### src/rtl/cvp14_pkg.sv
// Shared constants and state type for the PC sequencer.
package cvp14_pkg;

    // Default PC address width.
    localparam int ADDR_W = 16;

    // Default first fetch address after reset.
    localparam logic [ADDR_W-1:0] RESET_VEC = 16'h0000;

    // Flush counter width: holds up to 7 post-redirect cycles.
    localparam int FLUSH_CNT_W = 3;

    typedef enum logic [2:0] {
        ST_BOOT   = 3'd0,
        ST_RUN    = 3'd1,
        ST_WAIT   = 3'd2,
        ST_FLUSH  = 3'd3,
        ST_HALTED = 3'd4
    } pc_seq_state_t;

endpackage

### src/rtl/pc_sequencer.sv
// PC sequencer: chooses the next fetch address (sequential, hold, branch or
// jump), drives the fetch request, and times the pipeline flush after a
// redirect. The incrementer, priority mux and flush counter are all inline.
module pc_sequencer #(
    parameter int                      ADDR_W       = cvp14_pkg::ADDR_W,
    parameter logic [ADDR_W-1:0]       RESET_VEC    = cvp14_pkg::RESET_VEC,
    parameter int                      FLUSH_CYCLES = 2
) (
    input  logic              Clk1,
    input  logic              rst,
    input  logic [ADDR_W-1:0] iAddr,
    input  logic              stall,
    input  logic              br_valid,
    input  logic [ADDR_W-1:0] br_target,
    input  logic              jmp_valid,
    input  logic [ADDR_W-1:0] jmp_target,
    input  logic              halt,
    input  logic              resume,
    input  logic              fetch_ack,
    output logic [ADDR_W-1:0] nextAddr,
    output logic              fetch_req,
    output logic              flush,
    output logic              halted
);
    import cvp14_pkg::*;

    // The redirect cycle itself is the first flush cycle, so the counter
    // only has to cover the remaining FLUSH_CYCLES-1 cycles.
    localparam logic [FLUSH_CNT_W-1:0] FLUSH_LOAD = FLUSH_CNT_W'(FLUSH_CYCLES - 1);

    pc_seq_state_t           state_q, state_d;
    logic [FLUSH_CNT_W-1:0]  cnt_q, cnt_d;

    logic                    redirect;
    logic [ADDR_W-1:0]       redirect_tgt;
    logic [ADDR_W-1:0]       addr_inc;
    logic                    cnt_nz;
    logic                    active;

    // A jump beats a simultaneous branch; the branch is simply dropped.
    assign redirect     = jmp_valid | br_valid;
    assign redirect_tgt = jmp_valid ? jmp_target : br_target;
    // Plain modulo increment: the top address wraps to zero with no flag.
    assign addr_inc     = iAddr + {{(ADDR_W-1){1'b0}}, 1'b1};
    assign cnt_nz       = (cnt_q != '0);
    // States in which redirects, halt, stall and fetch_ack are honoured.
    assign active       = (state_q == ST_RUN) || (state_q == ST_WAIT) ||
                          (state_q == ST_FLUSH);

    // State and flush counter registers; reset overrides everything.
    always_ff @(posedge Clk1) begin
        if (rst) begin
            state_q <= ST_BOOT;
            cnt_q   <= '0;
        end else begin
            state_q <= state_d;
            cnt_q   <= cnt_d;
        end
    end

    // Next state and counter. The counter runs down in every state
    // (including HALTED) and is only reloaded by an honoured redirect.
    always_comb begin
        state_d = state_q;
        cnt_d   = cnt_nz ? (cnt_q - 1'b1) : '0;
        if (state_q == ST_BOOT) begin
            state_d = ST_RUN;
        end else if (state_q == ST_HALTED) begin
            if (resume) state_d = ST_RUN;
        end else if (active) begin
            if (redirect) begin
                cnt_d   = FLUSH_LOAD;
                state_d = halt ? ST_HALTED : ST_FLUSH;
            end else if (halt) begin
                state_d = ST_HALTED;
            end else if (stall) begin
                state_d = state_q;
            end else if ((state_q == ST_FLUSH) && cnt_nz) begin
                state_d = ST_FLUSH;
            end else begin
                state_d = fetch_ack ? ST_RUN : ST_WAIT;
            end
        end
    end

    // Outputs: priority mux for nextAddr, plus request/flush/halted flags.
    always_comb begin
        nextAddr  = iAddr;
        fetch_req = 1'b0;
        flush     = cnt_nz;
        halted    = 1'b0;
        if (state_q == ST_BOOT) begin
            nextAddr = RESET_VEC;
            flush    = 1'b0;
        end else if (state_q == ST_HALTED) begin
            halted   = 1'b1;
        end else if (active) begin
            fetch_req = 1'b1;
            if (redirect) begin
                nextAddr = redirect_tgt;
                flush    = 1'b1;
            end else if (halt || stall) begin
                nextAddr = iAddr;
            end else if (fetch_ack) begin
                nextAddr = addr_inc;
            end
        end
    end

endmodule
### config.mk
export PLATFORM = sky130hd
export DESIGN_NAME = pc_sequencer
export DESIGN_NICKNAME = d
export VERILOG_FILES = /design/src/rtl/cvp14_pkg.sv /design/src/rtl/pc_sequencer.sv
export SDC_FILE = /design/constraint.sdc
export NUM_CORES = 1
export LEC_CHECK = 0
export CORE_MARGIN = 5
export CORE_UTILIZATION = 65
export CTS_CLUSTER_SIZE = 20
export DETAILED_ROUTE_END_ITERATION = 8
export DONT_BUFFER_PORTS = 1
export PLACE_DENSITY = 0.81
export SLEW_MARGIN = 40
export SYNTH_ARGS = -nofsm -noshare
export SYNTH_HDL_FRONTEND = slang
export SYNTH_SLANG_ARGS = --single-unit
### constraint.sdc
create_clock -name Clk1 -period 5.45 [get_ports Clk1]
set_input_delay 1.09 -clock Clk1 [delete_from_list [all_inputs] [get_ports Clk1]]
set_output_delay 1.09 -clock Clk1 [all_outputs]
set_load 0.005 [all_outputs]
==> flow_summary.toml <==
[cts]
cts_hold_buf = 0
htree_levels = 1
cts_tree = "yes"
clk_path_buf_depth = 2
cts_resized = 0
path_clk_slew_ps = 40
cts_buffers = 3
cts.sinks = 6
clk_root_buffer_cell = "clkbuf_4"
cts_setup_buffers = 0
clkLatencyLatePin_ps = 240

[critical_path]
cpMostUsedCell = "or4_1"
arrival_ps = 2910
endpoint_kind = "output port"
crit_type = "primary input to output port"
reg2reg_to = "state_q[0]$_SDFFE_PP0P_"
worstPathCellList = "or3b_1 -> or4_1 -> or4_1 -> and3_1"
cp_top_family = "simple AND/OR/NAND/NOR gates"
worst_path_max_delay_cell = "or4_1"
r2r-start = "state_q[2]$_SDFFE_PP0P_"
crit_fanout = 10
crit_path_start_kind = "primary input"
cp.depth = 4
crit_buf_inv = 0
ff2ff_path_depth = 5
slowest_delay_ps = 670
r2r_setup_slack_ps = 2950
worstSetupStartpoint = "halt"
crit_required_ps = 4360
cp-endpoint = "nextAddr[15]"

[synth]
ys_seq_elements = 6
ys_seq_area_share_pct = 10.85
syn_avg_cell_area_sq_um = 6.631
yosys_warnings = 0
synthCells = 167
synth_ff_type = "dfxtp_1"
synth_edf_count = 0
synth_cell_types = 50
synth_top_area_share_pct = 10.85
async_flop_share_pct = 0
synthTopCellsByArea = "dfxtp_1 11%, nand2_1 7.1%, a22oi_1 5.4%"
synth_largest_area_cell = "dfxtp_1"
synthesis.nets = 224
netlist_area_sq_um = 1107

[global_routing]
grt_pass1_vias = 1342
grt_max_degree = 21
grt-busiest-layer = "met2"
grt_pass1_wl_mm = 5.782
grtUsageTotal_pct = 28.00
antenna_found_initial = 0
grt_use_met1_pct = 31.75
grtUsageMet3_pct = 4.665
overflow = 0
grtUsageMet2_pct = 48.28

[route]
drc = 0
drtIter0Drc = 65
wl_mm = 3.679
antenna_left = 0
routed_via_density = 8.046
vias = 1408
firstDrtPassIters = 4
wl_per_cell_um = 21.02

[floorplanning]
die_w_um = 51.28
std_cell_rows = 15
start_util_pct = 66.29
die_area_sq_um = 2629
core_sq_um = 1670
die_h_um = 51.28
pin_count = 75

[sta]
finalSetupTns_ps = 0
min_period_ps = 3996
maxSlewViolCount = 0
slew-limit-headroom_pct = 44.10
fmax_mhz = 250.3
tightest_slew_ps = 836.8
rsz0062_at_grt = "false"
finalSetupViolCount = 0
finClkSkew_ps = 5.193
setup_slack_ps = 1454
layout_worst_path_cycle_share_pct = 73.32
hold_viol = 0

[power_and_ir_drop]
irDropWorstVdd_mv = 0.1693
p_per_area_nw_per_um2 = 172.2
finalPower_w = 0.0001913
leakagePower_nw = 0.3580

[place]
numPortBuffers = 0
gp_congestion = 0.8296
pre_cts_slack_ps = 1453
dp_hpwl_mm = 2.824
placed_area_sq_um = 1089

[finish]
layout.nets = 217
final_cell_area_sq_um = 1111
syn_to_final_growth_pct = 0.3394
antenna_cells = 0
drive_gt1_share_pct = 8.228
n_fill_cell = 157

[min_path]
min_path_type = "register to register"

[run_status]
status = "finished, final reports clean"

[job]
drv_cap = 0
report_power, final:
group / switching, W / internal, W / total (W) / leakage [nW]
Sequential: 0.00000786 / 0.0000477 / 0.0000556 / 0.0492
Clock: 0.0000141 / 0.0000248 / 0.0000389 / 0.0138
Combinational: 0.0000583 / 0.0000386 / 0.0000969 / 0.295
worst register-to-register path: cells and delay by family, from the launching register on:
family / cells / cell delay, ps
AND/OR/NAND/NOR: 2 / 400
flip-flops: 1 / 740
buffers and inverters: 1 / 430
AO/OA/AOI/OAI: 2 / 810
area by class of cell:
class / instances / area, sq um / share of cell area (%)
multi-input combinational: 141 / 913.4 / 82.21
sequential: 6 / 120.1 / 10.81
inverter: 7 / 26.28 / 2.365
clock buffer: 3 / 22.52 / 2.027
tap: 17 / 21.27 / 1.914
timing repair buffer: 1 / 7.507 / 0.6757
metal layers:
| metal | routed length [um] | vias up |
|---|---|---|
| met1 | 1345 | 645 |
| met2 | 1862 | 94 |
| met5 | 0 | - |
| li1 | - | 650 |
| met3 | 334 | 19 |
| met4 | 136 | 0 |
cell usage in the layout, fill, tap and decap left out, types with 2 or more instances in the layout:
cell	n
a31oi_1	2
o21ai_0	10
a221oi_1	3
nand3_1	6
or3_1	2
o2bb2ai_1	2
a31o_2	2
or2_2	3
dfxtp_1	6
nand4_1	2
a21oi_1	11
nor2_1	10
nor4_1	3
a22o_1	6
o22ai_1	2
o221ai_1	4
nor3_1	2
or4_1	4
nor2b_1	2
or4_2	2
clkbuf_4	3
o311ai_0	2
nor4b_1	3
inv_1	7
nor4bb_1	2
o21bai_1	2
o211ai_1	4
a22oi_1	8
nand2_1	21
Yosys cell counts (all sizes together) (3+ instances only):
cell type / number
clkbuf: 12
nor2: 10
nor4b: 3
o21ai: 10
inv: 7
a21oi: 11
a22oi: 8
nor2b: 3
or2: 3
nor4: 3
or4: 6
a22o: 6
a221oi: 3
o221ai: 4
o211ai: 4
nand2: 21
nand3: 6
dfxtp: 6
flip-flops by register name, indices dropped and copies added (netlist names):
register / flops
cnt_q: 3
state_q: 3
worst min-delay path by stage:
stage,start,end,slack (ps),cells after the start
floorplan,cnt_q[0]$_SDFF_PP0_,cnt_q[1]$_SDFF_PP0_,460,2
global placement,cnt_q[0]$_SDFF_PP0_,cnt_q[1]$_SDFF_PP0_,470,2
detailed placement,cnt_q[2]$_SDFF_PP0_,cnt_q[2]$_SDFF_PP0_,490,1
CTS,cnt_q[2]$_SDFF_PP0_,cnt_q[2]$_SDFF_PP0_,500,1
global route,cnt_q[2]$_SDFF_PP0_,cnt_q[2]$_SDFF_PP0_,520,1
finish,cnt_q[2]$_SDFF_PP0_,cnt_q[2]$_SDFF_PP0_,500,1
metrics by stage:
step                      hold slack, ps  util, %  std cells
after floorplan                    463.3        -        167
after global placement             470.1    65.02        172
after detailed placement           488.5    65.17        172
after CTS                          497.3    66.52        175
after global routing               520.6    66.52        175
final                              497.5    66.52        175
cell families after synthesis:
group | after synthesis | synth area share [%]
AOI/OAI and AO/OA | 70 | 45.99
adders and majority gates | 1 | 1.130
buffers and inverters | 20 | 6.892
DFF | 6 | 10.85
muxes | 1 | 0.9040
and+or+nand+nor | 69 | 34.24
Note: power is estimated with default switching activity, not from simulation.
